### config.mk
export PLATFORM = sky130hd
export DESIGN_NAME = dma_controller
export DESIGN_NICKNAME = d
export VERILOG_FILES = /design/src/rtl/dma_controller.sv
export SDC_FILE = /design/constraint.sdc
export NUM_CORES = 1
export LEC_CHECK = 0
export BUFFER_PORTS_ARGS = -buffer_cell sky130_fd_sc_hd__buf_2
export CAP_MARGIN = 5
export CORE_UTILIZATION = 56
export DETAILED_ROUTE_END_ITERATION = 6
export PLACE_DENSITY = 0.77
export SYNTH_ARGS = -nofsm -noshare
export SYNTH_HDL_FRONTEND = slang
export SYNTH_SLANG_ARGS = --single-unit
### constraint.sdc
create_clock -name clk_i -period 2.9 [get_ports clk_i]
set_clock_uncertainty 0.2 [all_clocks]
set_input_delay 0.725 -clock clk_i [delete_from_list [all_inputs] [get_ports clk_i]]
set_output_delay 0.725 -clock clk_i [all_outputs]
set_load 0.01 [all_outputs]
### src/rtl/dma_controller.sv
// nano6502 block-copy DMA engine: CPU-programmed SRC/DST/LEN,
// halts the CPU via RDY and copies one byte every three cycles.
module dma_controller (
  input  logic        clk_i,
  input  logic        rst_i,
  input  logic        cs_i,
  input  logic        R_W_n,
  input  logic [3:0]  addr_i,
  input  logic [7:0]  data_i,
  output logic [7:0]  data_o,
  input  logic [7:0]  mem_data_i,
  output logic        cpu_rdy_o,
  output logic        dma_gnt_o,
  output logic [15:0] dma_addr_o,
  output logic        dma_rw_n_o,
  output logic [7:0]  dma_data_o,
  output logic        irq_o
);

  typedef enum logic [2:0] {
    S_IDLE,
    S_HALT,
    S_RD,
    S_RDW,
    S_WR,
    S_END
  } state_t;

  state_t      state_q, state_d;
  logic [15:0] src_q, src_d;
  logic [15:0] dst_q, dst_d;
  logic [15:0] len_q, len_d;
  // ctrl: [0] SRCINC, [1] DSTINC, [2] IRQEN
  logic [2:0]  ctrl_q, ctrl_d;
  logic        done_q, done_d;
  logic [7:0]  latch_q, latch_d;
  logic [7:0]  rdata_q, rdata_d;

  logic        busy;
  logic        wr_en;
  logic [7:0]  rmux;

  assign busy  = (state_q != S_IDLE);
  assign wr_en = cs_i && !R_W_n;

  always_comb begin
    rmux = 8'h00;
    case (addr_i)
      4'd0: rmux = src_q[7:0];
      4'd1: rmux = src_q[15:8];
      4'd2: rmux = dst_q[7:0];
      4'd3: rmux = dst_q[15:8];
      4'd4: rmux = len_q[7:0];
      4'd5: rmux = len_q[15:8];
      4'd6: rmux = {4'b0, ctrl_q, 1'b0};
      4'd7: rmux = {6'b0, done_q, busy};
      default: rmux = 8'h00;
    endcase
  end

  always_comb begin
    state_d = state_q;
    src_d   = src_q;
    dst_d   = dst_q;
    len_d   = len_q;
    ctrl_d  = ctrl_q;
    done_d  = done_q;
    latch_d = latch_q;
    rdata_d = rdata_q;

    if (cs_i && R_W_n)
      rdata_d = rmux;

    if (wr_en && addr_i == 4'd7)
      done_d = 1'b0;

    case (state_q)
      S_IDLE: begin
        if (wr_en) begin
          case (addr_i)
            4'd0: src_d[7:0]  = data_i;
            4'd1: src_d[15:8] = data_i;
            4'd2: dst_d[7:0]  = data_i;
            4'd3: dst_d[15:8] = data_i;
            4'd4: len_d[7:0]  = data_i;
            4'd5: len_d[15:8] = data_i;
            4'd6: begin
              ctrl_d = data_i[3:1];
              if (data_i[0]) begin
                // empty copy completes immediately, no bus grab
                if (len_q == 16'h0000)
                  done_d = 1'b1;
                else begin
                  done_d  = 1'b0;
                  state_d = S_HALT;
                end
              end
            end
            default: ;
          endcase
        end
      end
      S_HALT: state_d = S_RD;
      S_RD:   state_d = S_RDW;
      S_RDW: begin
        latch_d = mem_data_i;
        state_d = S_WR;
      end
      S_WR: begin
        len_d   = len_q - 16'd1;
        src_d   = src_q + {15'b0, ctrl_q[0]};
        dst_d   = dst_q + {15'b0, ctrl_q[1]};
        state_d = (len_d != 16'h0000) ? S_RD : S_END;
      end
      S_END: begin
        done_d  = 1'b1;
        state_d = S_IDLE;
      end
      default: state_d = S_IDLE;
    endcase
  end

  always_ff @(posedge clk_i or posedge rst_i) begin
    if (rst_i) begin
      state_q <= S_IDLE;
      src_q   <= 16'h0000;
      dst_q   <= 16'h0000;
      len_q   <= 16'h0000;
      ctrl_q  <= 3'b000;
      done_q  <= 1'b0;
      latch_q <= 8'h00;
      rdata_q <= 8'h00;
    end else begin
      state_q <= state_d;
      src_q   <= src_d;
      dst_q   <= dst_d;
      len_q   <= len_d;
      ctrl_q  <= ctrl_d;
      done_q  <= done_d;
      latch_q <= latch_d;
      rdata_q <= rdata_d;
    end
  end

  always_comb begin
    cpu_rdy_o  = 1'b0;
    dma_gnt_o  = 1'b0;
    dma_addr_o = 16'h0000;
    dma_rw_n_o = 1'b1;
    dma_data_o = 8'h00;
    case (state_q)
      S_IDLE: cpu_rdy_o = 1'b1;
      S_RD, S_RDW: begin
        dma_gnt_o  = 1'b1;
        dma_addr_o = src_q;
      end
      S_WR: begin
        dma_gnt_o  = 1'b1;
        dma_addr_o = dst_q;
        dma_rw_n_o = 1'b0;
        dma_data_o = latch_q;
      end
      default: ;
    endcase
  end

  assign data_o = rdata_q;
  assign irq_o  = done_q & ctrl_q[2];

endmodule
==> summary.md, run 1 <==
| Metric | Value |
|---|---|
| Outcome | finished, final reports clean |
| Via count | 4,654 |
| Io pins | 60 |
| Sw Share | 26.6% |
| Predominant post-synthesis flop cell | dfrtp_1 |
| Fin crit share | 95.4% |
| Max Slew Vio Count | 0 |
| Initial Utilization | 57.9% |
| Avg WL per Cell | 20.7 um |
| I/O Buffers | 59 |
| FMAX | 0.361 GHz |
| Total grt overflow | 0 |
| Sink Count | 71 |
| Filler cell count | 718 |
| First-pass GRT wire length | 22,700 um |
| Mapped cell area | 0.00476 mm^2 |
| RSZ-0062 raised after global routing | no |
| CTS tree | done |
| Clock-pin slew on the worst setup and hold paths | 0.08 ns |
| P_leak | 2.37 nW |
| Mapped Cells | 535 |
| Startpoint Class | flop |
| Async set-reset flop share out of synthesis | 100% |
| Compound-Gate Fraction of Synth Area | 27.8% |
| Post-synth top area share | 37.3% |
| Cts repair resizes | 0 |
| Total Power | 0.00195 W |
| Layout cells sized above 1 | 21.4% |
| Ant. Diodes | 0 |
| Reg-to-reg critical path startpoint | len_q[0]$_DFFE_PP0P_ |
| Row count | 33 |
| P_int | 0.00143 W |
| Synth cell types | 67 |
| Vias in the first global route | 4,315 |
| Worst Hold Class | primary input to async pin |
| Post-synthesis simple-gate area fraction | 19.8% |
| Peak supply drop | 0.227 mV |
| Setup TNS | 0 ns |
| H-tree Lvls | 3 |
| Required @ worst endpoint | 1.98 ns |
| CTS buffer count | 9 |
| Crit path launch | state_q[0]$_DFFE_PP0P_ |
| Longest Clk Path Bufs | 2 |
| Hold Vio Cnt, Final | 0 |
| Vias per cell | 6.80 |
| Post-synthesis mux area share | 7.91% |
| Die Ht | 94.2 um |
| Seq/Total Area, Yosys | 37.3% |
| # Post-CTS Setup Buffers | 0 |
| Cell taking the most area after synthesis | dfrtp_1 |
| Synth warn | 0 |
| DRT Pass-1 Iters | 6 |
| Largest net degree at the start of global routing | 72 |
| Global placer's final weighted congestion | 0.950 |
| CP max FO | 33 |
| Final min period | 2.77 ns |
| Final Net Count | 604 |
| Worst setup path category | flop to output pin |
| GRT Total Usage | 34.0% |
| Final setup fails | 0 |
| Antenna viol nets, final | 0 |
| Synth Area in XOR/XNOR | 0.368% |
| Post-synth EDFFs | 0 |
| Syn Nets | 565 |
| Final WL | 14,200 um |
| Sw Pwr | 0.000518 W |
| Commonest non-fill, non-tap cells in the layout | dfrtp_1, nor2_1, buf_2, a21oi_1, o21ai_0 |
| Slew headroom | 38.8% |
| Most common cell after layout, fill and taps aside | dfrtp_1 |
| Syn_area_per_cell | 8.90 um^2 |
| Area of the multi-input gates | 0.00274 mm^2 |
| Largest family of logic cells by synthesized area | compound AO/OA/AOI/OAI gates |
| Die ar. | 0.00887 mm^2 |
| Flop pwr share | 52.3% |
| Initial antenna violation count | 0 |
| Hold slack | 0.229 ns |
| R2r setup slk | 0.42 ns |
| Core box area | 0.00822 mm^2 |
| Register Area | 0.00178 mm^2 |
| Gate power share | 8.8% |
| Drt drc | 0 |
| Synth Area in Adders | 1.58% |
| Synth top area cells | dfrtp_1, o22a_1, a21oi_1, nor2_1, o21ai_0 |
| Pwr dens | 368 mW/mm^2 |
| Clk pwr share | 38.9% |
| CP Capture Type | output pin |
| Hold Buf Count CTS | 0 |
| Die width | 94.2 um |
| Dpl hpwl | 10,000 um |
| Maxcap violations | 0 |
| Starting DRT DRC Count | 447 |
| Syn-to-layout area delta | 11.0% |
| Worst Tran Pin Value | 0.911 ns |
| Skew-Pair Late Insertion Delay | 0.35 ns |
| Root buf cell | clkbuf_8 |
| Yosys reg bits | 71 |
| Crit path arrival time | 1.84 ns |
Yosys cell counts, types with 10 or more instances:
master	instances
a21oi_1	45
a22o_1	15
a31oi_1	21
and3_1	21
buf_2	18
clkbuf_1	15
dfrtp_1	71
inv_1	10
mux2_2	15
nand2_1	31
nand3_1	15
nor2_1	59
o21ai_0	34
o22a_1	29
critical path, cell delays in order, from the launching register on:
cell	delay, ns
dfrtp_1	0.45
nor2_1	0.21
and2_4	0.26
buf_12	0.20
a22o_1	0.19
buf_2	0.15
flip-flops by register name, indices dropped and copies added, names as in the netlist:
register  cells
state_q       3
ctrl_q        3
len_q        16
done_q        1
data_o        8
src_q        16
dst_q        16
latch_q       8
power by group through the flow:
stage | clock network (W) | logic (W) | registers [W]
floorplan | 0 | 0.0000994 | 0.00104
global placement | 0 | 0.000166 | 0.00104
detailed placement | 0 | 0.000169 | 0.00104
CTS | 0.000759 | 0.000170 | 0.00102
global route | 0.000804 | 0.000188 | 0.00102
finish | 0.000757 | 0.000171 | 0.00102
layout make-up:
| type | instances | share of cell area (%) |
|---|---|---|
| repair buffers | 72 | 7.91 |
| multi-input cells | 410 | 51.8 |
| clock inverters | 5 | 0.592 |
| clock buffers | 11 | 2.87 |
| well taps | 105 | 2.49 |
| inverters | 10 | 0.710 |
| flip-flops and latches | 71 | 33.6 |
routing by layer:
layer / vias to the layer above / track usage, % / wire length, um
met5: - / 0 / 0
met4: 0 / 16.5 / 680
met3: 53 / 7.85 / 1460
met2: 309 / 52.1 / 6510
met1: 2192 / 45.0 / 5510
li1: 2100 / - / -
logic make-up after synthesis:
| family | count (synthesis) |
|---|---|
| compound gates | 194 |
| xor+xnor | 2 |
| fa+ha+maj | 6 |
| buf+inv | 54 |
| flops | 71 |
| mux | 27 |
| simple gates | 181 |
path summary, 6_finish.rpt:
check                                        end  cells after the start
max                                dma_addr_o[0]                      5
min                        src_q[12]$_DFFE_PP0P_                      3
max reg2reg                len_q[10]$_DFFE_PP0P_                      8
min reg2reg                data_o[7]$_DFFE_PP0P_                      2
max in group asynchronous   dst_q[3]$_DFFE_PP0P_                      3
min in group clk_i         data_o[7]$_DFFE_PP0P_                      2
metrics by stage:
stage | std cells | util, % | instance area [um^2] | setup WS [ns]
detailed placement | 668 | 62.1 | 5100 | 0.296
floorplan | 535 | - | 4760 | 0.178
CTS | 684 | 64.3 | 5280 | 0.101
finish | 684 | 64.3 | 5280 | 0.134
global route | 684 | 64.3 | 5280 | 0.0499
global placement | 668 | 62.1 | 5100 | 0.348
Power figures use the tool's default switching activity.
==> run 2, diff against run 1 <==
- BUFFER_PORTS_ARGS: -buffer_cell sky130_fd_sc_hd__buf_2 -> unset
- DONT_BUFFER_PORTS: unset -> 1
- PLACE_DENSITY: 0.77 -> 0.71
==> run 2 against run 1 <==
Against the previous run:
- worst hold slack worse by 0.11 ns
- die area unchanged
- maximum frequency up 3.5%
- clock power up 2.9%
- critical path type unchanged
- critical endpoint unchanged
==> summary.md, run 2 (same netlist as run 1, synthesis figures left out) <==
| Metric | Value |
|---|---|
| Outcome | finished, final reports clean |
| Drt drc | 0 (unchanged) |
| Fin cells | 622 (-9.1%) |
| Highest metal used | met4 |
| Pwr dens | 388 mW/mm^2 (+5.2%) |
| Final min period | 2.67 ns (-0.0942 ns) |
| Global placer's final weighted congestion | 0.976 (+2.8%) |
| Most common cell after layout, fill and taps aside | dfrtp_1 |
| Metal-1 WL | 5680 um (+3.0%) |
| Final setup fails | 0 (unchanged) |
| Required @ worst endpoint | 1.98 ns (about the same) |
| GRT Total Usage | 33.5% (-0.50 points) |
| Total grt overflow | 0 (unchanged) |
| First-pass GRT wire length | 22,200 um (-2.0%) |
| Die Ht | 94.2 um (unchanged) |
| Max Slew Vio Count | 0 (unchanged) |
| Slew headroom | 19.5% (-19 points) |
| # Post-CTS Setup Buffers | 0 (unchanged) |
| Ant. Diodes | 0 (unchanged) |
| Worst slack, placed | 0.336 ns (+0.0398 ns) |
| Worst Tran Pin Value | 1.19 ns (+0.283 ns) |
| Critical-path cell list | nor2_1 -> and2_2 -> buf_12 -> a22o_1 |
| CP max FO | 49 (+48%) |
| Largest stage delay on the critical path | 0.46 ns (about the same) |
| Fin crit share | 92.1% (-3.2 points) |
| Final Net Count | 542 (-10%) |
| Initial Utilization | 57.9% (unchanged) |
| Via count | 4,383 (-5.8%) |
| Vias in the first global route | 4,013 (-7.0%) |
| Longest Clk Path Bufs | 2 (unchanged) |
| Largest net degree at the start of global routing | 50 (-31%) |
| Sink Count | 71 (unchanged) |
| Critical-path top delay cell | dfrtp_1 |
| Routed length on met3 | 1440 um (-1.6%) |
| Placed Cells | 606 (-9.3%) |
| Commonest non-fill, non-tap cells in the layout | dfrtp_1, nor2_1, a21oi_1, o21ai_0, nand2_1 |
| Clock-pin slew on the worst setup and hold paths | 0.09 ns (about the same) |
| CP Capture Type | output pin |
| DRT Pass-1 Iters | 5 (-1) |
| Row count | 33 (unchanged) |
| Antenna viol nets, final | 0 (unchanged) |
| Cts repair resizes | 0 (unchanged) |
| P_leak | 2.06 nW (-13%) |
| DR WL met2 | 6420 um (-1.4%) |
| Core box area | 0.00822 mm^2 (unchanged) |
| Filler cell count | 737 (+2.6%) |
| Setup TNS | 0 ns (unchanged) |
| Final worst slack | 0.228 ns (+0.0942 ns) |
| Maxcap violations | 0 (unchanged) |
| Die width | 94.2 um (unchanged) |
| Worst setup path category | flop to output pin |
| Layout cells sized above 1 | 12.0% (-9.4 points) |
| CTS buffer count | 9 (unchanged) |
| Starting DRT DRC Count | 485 (+8.5%) |
| Crit path arrival time | 1.75 ns (-0.09 ns) |
| Final WL | 14,000 um (-1.1%) |
| Skew-Pair Late Insertion Delay | 0.37 ns (+0.02 ns) |
| Worst Hold Class | primary input to async pin |
| Die ar. | 0.00887 mm^2 (unchanged) |
| FMAX | 0.374 GHz (+3.5%) |
| Startpoint Class | flop |
| Avg WL per Cell | 22.5 um (+8.7%) |
| Dpl hpwl | 10,100 um (+0.74%) |
| Hold Vio Cnt, Final | 0 (unchanged) |
| H-tree Lvls | 3 (unchanged) |
| Syn-to-layout area delta | 4.34% |
| CTS tree | done |
| Largest registers | dst_q x16, len_q x16, src_q x16 |
| I/O Buffers | 0 (-100%) |
| Io pins | 60 (unchanged) |
| Vias per cell | 7.05 (+3.6%) |
| Total Power | 0.00193 W (-1.1%) |
| Peak supply drop | 0.239 mV (+5.2%) |
| Root buf cell | clkbuf_8 |
| Hold Buf Count CTS | 0 (unchanged) |
| RSZ-0062 raised after global routing | no |
| Initial antenna violation count | 0 (unchanged) |
run 2: cell count changes in the layout (fill, tap and decap cells not counted):
cell and delta:
and2_2 +1, and2_4 -1, buf_2 -59, buf_4 -3, clkbuf_8 -2, clkinv_2 -3
clkinv_4 +1, clkinvlp_4 +1, inv_6 +2, inv_8 +1
run 2: worst paths after layout:
path | start | end | slack (ns) | cells after the start
max | state_q[0]$_DFFE_PP0P_ | dma_addr_o[0] | 0.23 | 4
min | rst_i | dst_q[13]$_DFFE_PP0P_ | 0.12 | 1
max reg2reg | len_q[1]$_DFFE_PP0P_ | state_q[1]$_DFFE_PP0P_ | 0.38 | 7
min reg2reg | latch_q[1]$_DFFE_PP0P_ | latch_q[1]$_DFFE_PP0P_ | 0.31 | 1
max in group asynchronous | rst_i | dst_q[6]$_DFFE_PP0P_ | 1.73 | 2
min in group clk_i | addr_i[3] | data_o[0]$_DFFE_PP0P_ | 0.25 | 1
run 2: where the power goes:
group / switching, W / leakage (nW) / internal, W
Clock: 0.000453 / 0.0888 / 0.000327
Sequential: 0.0000176 / 0.891 / 0.00101
Combinational: 0.0000722 / 1.08 / 0.0000492
Total: 0.000542 / 2.06 / 0.00138
run 2: critical path, delay by kind of cell (launching register included):
kind	cells	cell delay, ns
compound gates	1	0.26
flops	1	0.46
buf+inv	1	0.22
simple gates	2	0.40
run 2: per-stage QoR:
step / hold slack (ns) / cell area, um^2 / utilization [%]
2_1_floorplan: 0.271 / 4760 / -
3_3_place_gp: 0.279 / 4780 / 58.2
3_5_place_dp: 0.287 / 4780 / 58.2
4_1_cts: 0.131 / 4970 / 60.5
5_1_grt: 0.160 / 4970 / 60.5
6_report: 0.122 / 4970 / 60.5
run 2: metal layers:
| layer | vias up | GRT usage [%] |
|---|---|---|
| met2 | 247 | 50.7 |
| met1 | 2129 | 45.2 |
| met4 | 0 | 14.0 |
| met3 | 35 | 8.82 |
| li1 | 1972 | - |
| met5 | - | 0 |
run 2: layout make-up:
cell class / instances / area [um^2] / area share, %
Clock buffer: 9 / 124 / 2.49
Sequential cell: 71 / 1780 / 35.8
Clock inverter: 7 / 61.3 / 1.23
Timing Repair Buffer: 10 / 100 / 2.02
Inverter: 10 / 37.5 / 0.756
Tap cell: 105 / 131 / 2.64
Multi-Input combinational cell: 410 / 2740 / 55.1
